===== config.mk =====
export PLATFORM = sky130hd
export DESIGN_NAME = multicycle_sequencer
export DESIGN_NICKNAME = d
export VERILOG_FILES = /design/src/rtl/seq_pkg.sv /design/src/rtl/seq_decoder.sv /design/src/rtl/multicycle_sequencer.sv
export SDC_FILE = /design/constraint.sdc
export NUM_CORES = 1
export LEC_CHECK = 0
export CAP_MARGIN = 20
export CORE_ASPECT_RATIO = 0.5
export CORE_MARGIN = 1.5
export CORE_UTILIZATION = 46
export CTS_CLUSTER_DIAMETER = 150
export CTS_CLUSTER_SIZE = 8
export DETAILED_ROUTE_END_ITERATION = 12
export PLACE_DENSITY = 0.86
export SETUP_SLACK_MARGIN = 0.5
export SYNTH_ARGS = -nofsm -noshare
export SYNTH_HDL_FRONTEND = slang
export SYNTH_HIERARCHICAL = 1
export SYNTH_SLANG_ARGS = --single-unit

===== constraint.sdc =====
create_clock -name clk -period 4 [get_ports clk]
set_input_delay 0.4 -clock clk [delete_from_list [all_inputs] [get_ports clk]]
set_output_delay 0.4 -clock clk [all_outputs]
set_load 0.01 [all_outputs]

===== src/rtl/seq_pkg.sv =====
// Shared constants for the multicycle sequencer: state encodings, opcode/funct
// values, exception cause codes and the decoded instruction class.
package seq_pkg;

  localparam logic [2:0] ST_FETCH     = 3'd0;
  localparam logic [2:0] ST_DECODE    = 3'd1;
  localparam logic [2:0] ST_EXECUTE   = 3'd2;
  localparam logic [2:0] ST_MEMORY    = 3'd3;
  localparam logic [2:0] ST_WRITEBACK = 3'd4;
  localparam logic [2:0] ST_WAIT_FU   = 3'd5;
  localparam logic [2:0] ST_EXCEPTION = 3'd6;

  localparam logic [5:0] OP_RTYPE = 6'h00;
  localparam logic [5:0] OP_J     = 6'h02;
  localparam logic [5:0] OP_JAL   = 6'h03;
  localparam logic [5:0] OP_BEQ   = 6'h04;
  localparam logic [5:0] OP_ADDI  = 6'h08;
  localparam logic [5:0] OP_LW    = 6'h23;
  localparam logic [5:0] OP_SW    = 6'h2B;

  localparam logic [5:0] FN_ADD  = 6'h20;
  localparam logic [5:0] FN_SUB  = 6'h22;
  localparam logic [5:0] FN_AND  = 6'h24;
  localparam logic [5:0] FN_OR   = 6'h25;
  localparam logic [5:0] FN_SLT  = 6'h2A;
  localparam logic [5:0] FN_MULT = 6'h18;
  localparam logic [5:0] FN_DIV  = 6'h1A;

  localparam logic [1:0] EXC_ILLEGAL = 2'd0;
  localparam logic [1:0] EXC_OVF     = 2'd1;
  localparam logic [1:0] EXC_DIV0    = 2'd2;
  localparam logic [1:0] EXC_FU_TO   = 2'd3;

  typedef enum logic [3:0] {
    CLS_ILLEGAL,
    CLS_J,
    CLS_JAL,
    CLS_ALU,
    CLS_LW,
    CLS_SW,
    CLS_BEQ,
    CLS_MULT,
    CLS_DIV
  } instr_cls_e;

  // ovf_chk marks the signed arithmetic ops whose overflow traps.
  typedef struct packed {
    instr_cls_e cls;
    logic       ovf_chk;
  } decode_t;

endpackage


===== src/rtl/seq_decoder.sv =====
// Combinational opcode/funct to instruction-class decoder.
module seq_decoder
  import seq_pkg::*;
(
  input  logic [5:0] opcode,
  input  logic [5:0] funct,
  output decode_t    dec
);

  always_comb begin
    dec.cls     = CLS_ILLEGAL;
    dec.ovf_chk = 1'b0;
    case (opcode)
      OP_RTYPE: begin
        case (funct)
          FN_ADD, FN_SUB: begin
            dec.cls     = CLS_ALU;
            dec.ovf_chk = 1'b1;
          end
          FN_AND, FN_OR, FN_SLT: dec.cls = CLS_ALU;
          FN_MULT:               dec.cls = CLS_MULT;
          FN_DIV:                dec.cls = CLS_DIV;
          default:               dec.cls = CLS_ILLEGAL;
        endcase
      end
      OP_ADDI: begin
        dec.cls     = CLS_ALU;
        dec.ovf_chk = 1'b1;
      end
      OP_J:    dec.cls = CLS_J;
      OP_JAL:  dec.cls = CLS_JAL;
      OP_BEQ:  dec.cls = CLS_BEQ;
      OP_LW:   dec.cls = CLS_LW;
      OP_SW:   dec.cls = CLS_SW;
      default: dec.cls = CLS_ILLEGAL;
    endcase
  end

endmodule


===== src/rtl/multicycle_sequencer.sv =====
// Multicycle CPU control sequencer: state register, per-state dwell counter,
// exception cause latch and the single-cycle control strobes.
module multicycle_sequencer
  import seq_pkg::*;
#(
  parameter int MEM_LAT    = 1,
  parameter int FU_TIMEOUT = 34,
  parameter int CNT_W      = 6
) (
  input  logic             clk,
  input  logic             reset_in,
  input  logic [31:0]      instruction,
  input  logic             zero_flag,
  input  logic             overflow_flag,
  input  logic             div_zero,
  input  logic             fu_done,
  input  logic             stall,
  output logic [2:0]       current_state,
  output logic [CNT_W-1:0] counter,
  output logic             pc_write_enable,
  output logic             instruction_write,
  output logic             memory_write,
  output logic             register_write,
  output logic             fu_start,
  output logic             exception_valid,
  output logic [1:0]       exception_control
);

  localparam int MAX_CNT = (MEM_LAT > FU_TIMEOUT) ? MEM_LAT : FU_TIMEOUT;
  localparam logic [CNT_W-1:0] MEM_LAST = CNT_W'(MEM_LAT - 1);
  localparam logic [CNT_W-1:0] FU_LAST  = CNT_W'(FU_TIMEOUT - 1);

  if (MEM_LAT < 1 || MEM_LAT > 15) begin : g_bad_mem_lat
    $error("MEM_LAT must be in 1..15");
  end
  if (FU_TIMEOUT < 1) begin : g_bad_timeout
    $error("FU_TIMEOUT must be at least 1");
  end
  if ((2 ** CNT_W) <= MAX_CNT) begin : g_bad_cnt_w
    $error("CNT_W too narrow for MEM_LAT/FU_TIMEOUT");
  end

  logic [2:0]       state_q;
  logic [CNT_W-1:0] cnt_q;
  logic [1:0]       exc_code_q;
  logic [2:0]       next_st;
  logic             set_exc;
  logic [1:0]       exc_code_d;
  logic             pc_we_c, ir_we_c, mw_c, rw_c, fs_c;
  logic             active;
  decode_t          dec;
  logic             unused_instr_bits;

  assign unused_instr_bits = ^instruction[25:6];

  seq_decoder u_decoder (
    .opcode (instruction[31:26]),
    .funct  (instruction[5:0]),
    .dec    (dec)
  );

  always_comb begin
    next_st    = state_q;
    set_exc    = 1'b0;
    exc_code_d = exc_code_q;
    pc_we_c    = 1'b0;
    ir_we_c    = 1'b0;
    mw_c       = 1'b0;
    rw_c       = 1'b0;
    fs_c       = 1'b0;
    case (state_q)
      ST_FETCH: begin
        if (cnt_q == MEM_LAST) begin
          pc_we_c = 1'b1;
          ir_we_c = 1'b1;
          next_st = ST_DECODE;
        end
      end
      ST_DECODE: begin
        case (dec.cls)
          CLS_J: begin
            pc_we_c = 1'b1;
            next_st = ST_FETCH;
          end
          CLS_JAL: begin
            pc_we_c = 1'b1;
            next_st = ST_WRITEBACK;
          end
          CLS_ILLEGAL: begin
            set_exc    = 1'b1;
            exc_code_d = EXC_ILLEGAL;
            next_st    = ST_EXCEPTION;
          end
          default: next_st = ST_EXECUTE;
        endcase
      end
      ST_EXECUTE: begin
        case (dec.cls)
          CLS_ALU: begin
            if (dec.ovf_chk && overflow_flag) begin
              set_exc    = 1'b1;
              exc_code_d = EXC_OVF;
              next_st    = ST_EXCEPTION;
            end else begin
              next_st = ST_WRITEBACK;
            end
          end
          CLS_LW, CLS_SW: next_st = ST_MEMORY;
          CLS_BEQ: begin
            pc_we_c = zero_flag;
            next_st = ST_FETCH;
          end
          CLS_MULT: begin
            fs_c    = 1'b1;
            next_st = ST_WAIT_FU;
          end
          CLS_DIV: begin
            if (div_zero) begin
              set_exc    = 1'b1;
              exc_code_d = EXC_DIV0;
              next_st    = ST_EXCEPTION;
            end else begin
              fs_c    = 1'b1;
              next_st = ST_WAIT_FU;
            end
          end
          default: next_st = ST_FETCH;
        endcase
      end
      ST_MEMORY: begin
        if (cnt_q == MEM_LAST) begin
          if (dec.cls == CLS_SW) begin
            mw_c    = 1'b1;
            next_st = ST_FETCH;
          end else if (dec.cls == CLS_LW) begin
            next_st = ST_WRITEBACK;
          end else begin
            next_st = ST_FETCH;
          end
        end
      end
      // Completion beats timeout when both land on the same cycle.
      ST_WAIT_FU: begin
        if (fu_done) begin
          next_st = ST_FETCH;
        end else if (cnt_q == FU_LAST) begin
          set_exc    = 1'b1;
          exc_code_d = EXC_FU_TO;
          next_st    = ST_EXCEPTION;
        end
      end
      ST_WRITEBACK: begin
        rw_c    = 1'b1;
        next_st = ST_FETCH;
      end
      ST_EXCEPTION: begin
        pc_we_c = 1'b1;
        next_st = ST_FETCH;
      end
      default: next_st = ST_FETCH;
    endcase
  end

  always_ff @(posedge clk) begin
    if (!reset_in) begin
      state_q    <= ST_FETCH;
      cnt_q      <= '0;
      exc_code_q <= EXC_ILLEGAL;
    end else if (!stall) begin
      state_q <= next_st;
      if (next_st != state_q) begin
        cnt_q <= '0;
      end else if (cnt_q != '1) begin
        cnt_q <= cnt_q + CNT_W'(1);
      end
      if (set_exc) begin
        exc_code_q <= exc_code_d;
      end
    end
  end

  // Strobes are held off while stalled so the pending one fires on release.
  assign active            = reset_in && !stall;
  assign pc_write_enable   = active && pc_we_c;
  assign instruction_write = active && ir_we_c;
  assign memory_write      = active && mw_c;
  assign register_write    = active && rw_c;
  assign fu_start          = active && fs_c;
  assign exception_valid   = reset_in && (state_q == ST_EXCEPTION);
  assign current_state     = state_q;
  assign counter           = cnt_q;
  assign exception_control = exc_code_q;

endmodule


==> results.tsv <==
stage	metric	value	unit
synthesis	syn_nets	225	
layout	number of diodes	0	
layout	Layout Cell Area excl Fill	0.001722	mm²
clocking	hold buffer count at cts	0	
placed_design	IO Port Bufs	35	
grt	met2 Track Usage GR	40.00	%
run_status	status	finished, final reports clean	
synthesis	ys async rst share	0	%
sta	post-route clock skew	0.003411	ns
layout	nets@finish	256	
setup_path	crit path capture type	primary output	
sta	setup TNS	0	ns
synthesis	syn_area_per_cell	7.083	µm²
routing	final WL	3441	µm
clocking	Clk pin slew, worst setup/hold paths	0.05	ns
job	Max Cap Violations	0	
clocking	clk_lat worst skew	0.24	ns
die	Die H	40.54	µm
clocking	CTS buffer count	3	
placed_design	HPWL after DPL	2536	µm
synthesis	main area contributors after synthesis	dfxtp_1, nor2_1, nor3_1, a21oi_1, nand3_1	
sta	Slew HR	60.73	%
setup_path	worst-path fanout max	10	
routing	Iter 0 DRT Violations	181	
grt	first-pass GRT wire length	5278	µm
die	core area	0.002635	mm²
synthesis	Post-Syn Instances	183	
sta	RSZ-0062 raised after global routing	yes	
layout	layout filler cell count	233	
setup_path	Startpoint Class	input pin	
die	die width	78.07	µm
setup_path	R2R Setup Slk	1.71	ns
grt	initial antenna violation count	0	
sta	Max Transition Viols Final	0	
setup_path	Setup Crit Path Kind	input pin to primary output	
power	Total Power	0.3559	mW
routing	via/cell ratio	6.104	
routing	antenna-violating nets left	0	
synthesis	most common cell in the synthesized netlist	nor2_1	
routing	DRC	0	
setup_path	Req. time, crit path	3.60	ns
sta	Tcrit/Tclk final	84.81	%
clocking	CTS Buffer Depth	2	
routing	vias	1526	
clocking	Root Driver	clkbuf_8	
grt	vias in the first global route	1213	
layout	Area Growth Syn to Fin	32.82	%
die	full die area	0.003165	mm²
placed_design	GPL Wtd Cong	0.8609	
synthesis	Top FF cell, synth	dfxtp_1	
clocking	Clock Sinks	11	
layout	proportion of layout cells with a drive suffix above 1	9.859	%
synthesis	post-synthesis sequential area ratio	16.99	%
synthesis	Synth Cell Area	0.001296	mm²
sta	final-report setup violation count	0	
die	# IOs	56	
sta	worst-margin pin slew	0.5882	ns
setup_path	Worst EP arrival	2.99	ns
power	leakage	0.5704	nW
power	Cell Pwr Density	206.7	mW/mm²
grt	GRT busiest layer	met2	
min_path	worst min-delay path class	flop to flop	
routing	DR WL/cell	13.76	µm
routing	drt pass-1 iters	4	
synthesis	count of cell types in the netlist	56	
synthesis	Seq cells post-synth	11	
grt	met3 Resource Use GR	3.409	%
grt	largest net degree at the start of global routing	21	
grt	global routing met1 resource utilization	26.30	%
placed_design	placed cell area	0.001647	mm²
sta	final hold violations	0	
sta	minimum clock period	3.393	ns
synthesis	Synth top area share	16.99	%
grt	GRT Total Usage	21.26	%
clocking	CTS tree	built	
grt	GRT Residual Overflow	0	
clocking	H-tree depth	1	
synthesis	commonest cells in the netlist	nor2_1, nand2_1, nor3_1, a21oi_1, nand3_1	
power	VDD IR max	145.6	µV
sta	max frequency	294.8	MHz
die	row count	13	
synthesis	largest area contributor in the netlist	dfxtp_1	
die	Initial Utilization	49.19	%
synthesis	number of synthesized flops with an enable pin	0	
synthesis	synth warn	6	
## layout make-up
class                      count  area, µm²  share of cell area, %
multi-input combinational    151       1005                  58.36
timing repair buffer          39      375.4                  21.80
sequential                    11      220.2                  12.79
tap                           37      46.29                  2.689
clock buffer                   4      45.04                  2.616
inverter                       8      30.03                  1.744
## cell usage in the layout (no fill, tap or decap), drive strengths merged, types with 3 or more instances in the layout
cell type | Yosys | final
nor4 | 6 | 6
a211oi | 4 | 4
nor2b | 4 | 4
a41oi | 3 | 3
clkdlybuf4s50 | 0 | 34
nor3 | 13 | 13
nor3b | 4 | 4
a21oi | 12 | 12
nor4b | 3 | 3
o21ai | 5 | 5
inv | 7 | 7
a31oi | 3 | 3
nand4 | 3 | 3
ha | 3 | 3
nand2b | 3 | 3
nand2 | 14 | 14
nor2 | 20 | 20
nand3 | 13 | 13
o22ai | 3 | 3
clkbuf | 5 | 5
buf | 8 | 4
dfxtp | 11 | 11
## where the power goes
group	switching, mW	total, mW	internal, mW
sequential	0.0133	0.128	0.114
clock	0.0420	0.112	0.0700
combinational	0.0596	0.116	0.0568
total	0.115	0.356	0.241
## kinds of logic after synthesis
kind of cell / synth area share, %
and+or+nand+nor: 41.80
AOI/OAI and AO/OA: 29.92
buffers and inverters: 7.625
DFF: 16.99
adders and majority gates: 2.896
muxes: 0.7722
## registers in the layout, indices dropped and copies added, names as in the netlist
signal and count:
current_state 3, exception_control 2, counter 6
## metrics by stage
step | util (%) | setup WS, ns | hold slack, ns | std cells
after detailed placement | 62.49 | 0.3239 | 0.5146 | 245
final | 65.34 | 0.6075 | 0.5111 | 250
after global routing | 65.34 | 0.4724 | 0.5466 | 250
after global placement | 62.49 | 0.3304 | 0.4982 | 245
after floorplan | - | 1.294 | 0.5290 | 183
after CTS | 64.34 | 0.5486 | 0.5200 | 249
## timing repair
action                                  in CTS  in global routing
buffers inserted                             0                  1
endpoints found under the setup margin       3                  3
resized for setup                            3                  7
pin swaps                                    0                  1
## critical path, stage by stage
cell and delay [ns]:
clkdlybuf4s50_1 0.45, or2_1 0.29, nor4_4 0.21, nand4b_1 0.23, nor2_4 0.28, nor3b_2 0.28, nand2_1 0.08, a211oi_1 0.19
clkdlybuf4s50_1 0.57
## worst paths after layout
kind                             start                   end  depth (start not counted)
setup / recovery       instruction[26]              fu_start                          9
hold / removal    exception_control[0]  exception_control[0]                          2
setup reg to reg      current_state[0]            counter[0]                          6
hold reg to reg   exception_control[0]  exception_control[0]                          2
## layer usage
layer,vias up,share of wire (%)
met3,2,6.5
met5,-,0
met2,68,46
met1,692,47
met4,0,0.38
li1,764,-
(Power assumes the default switching activity.)
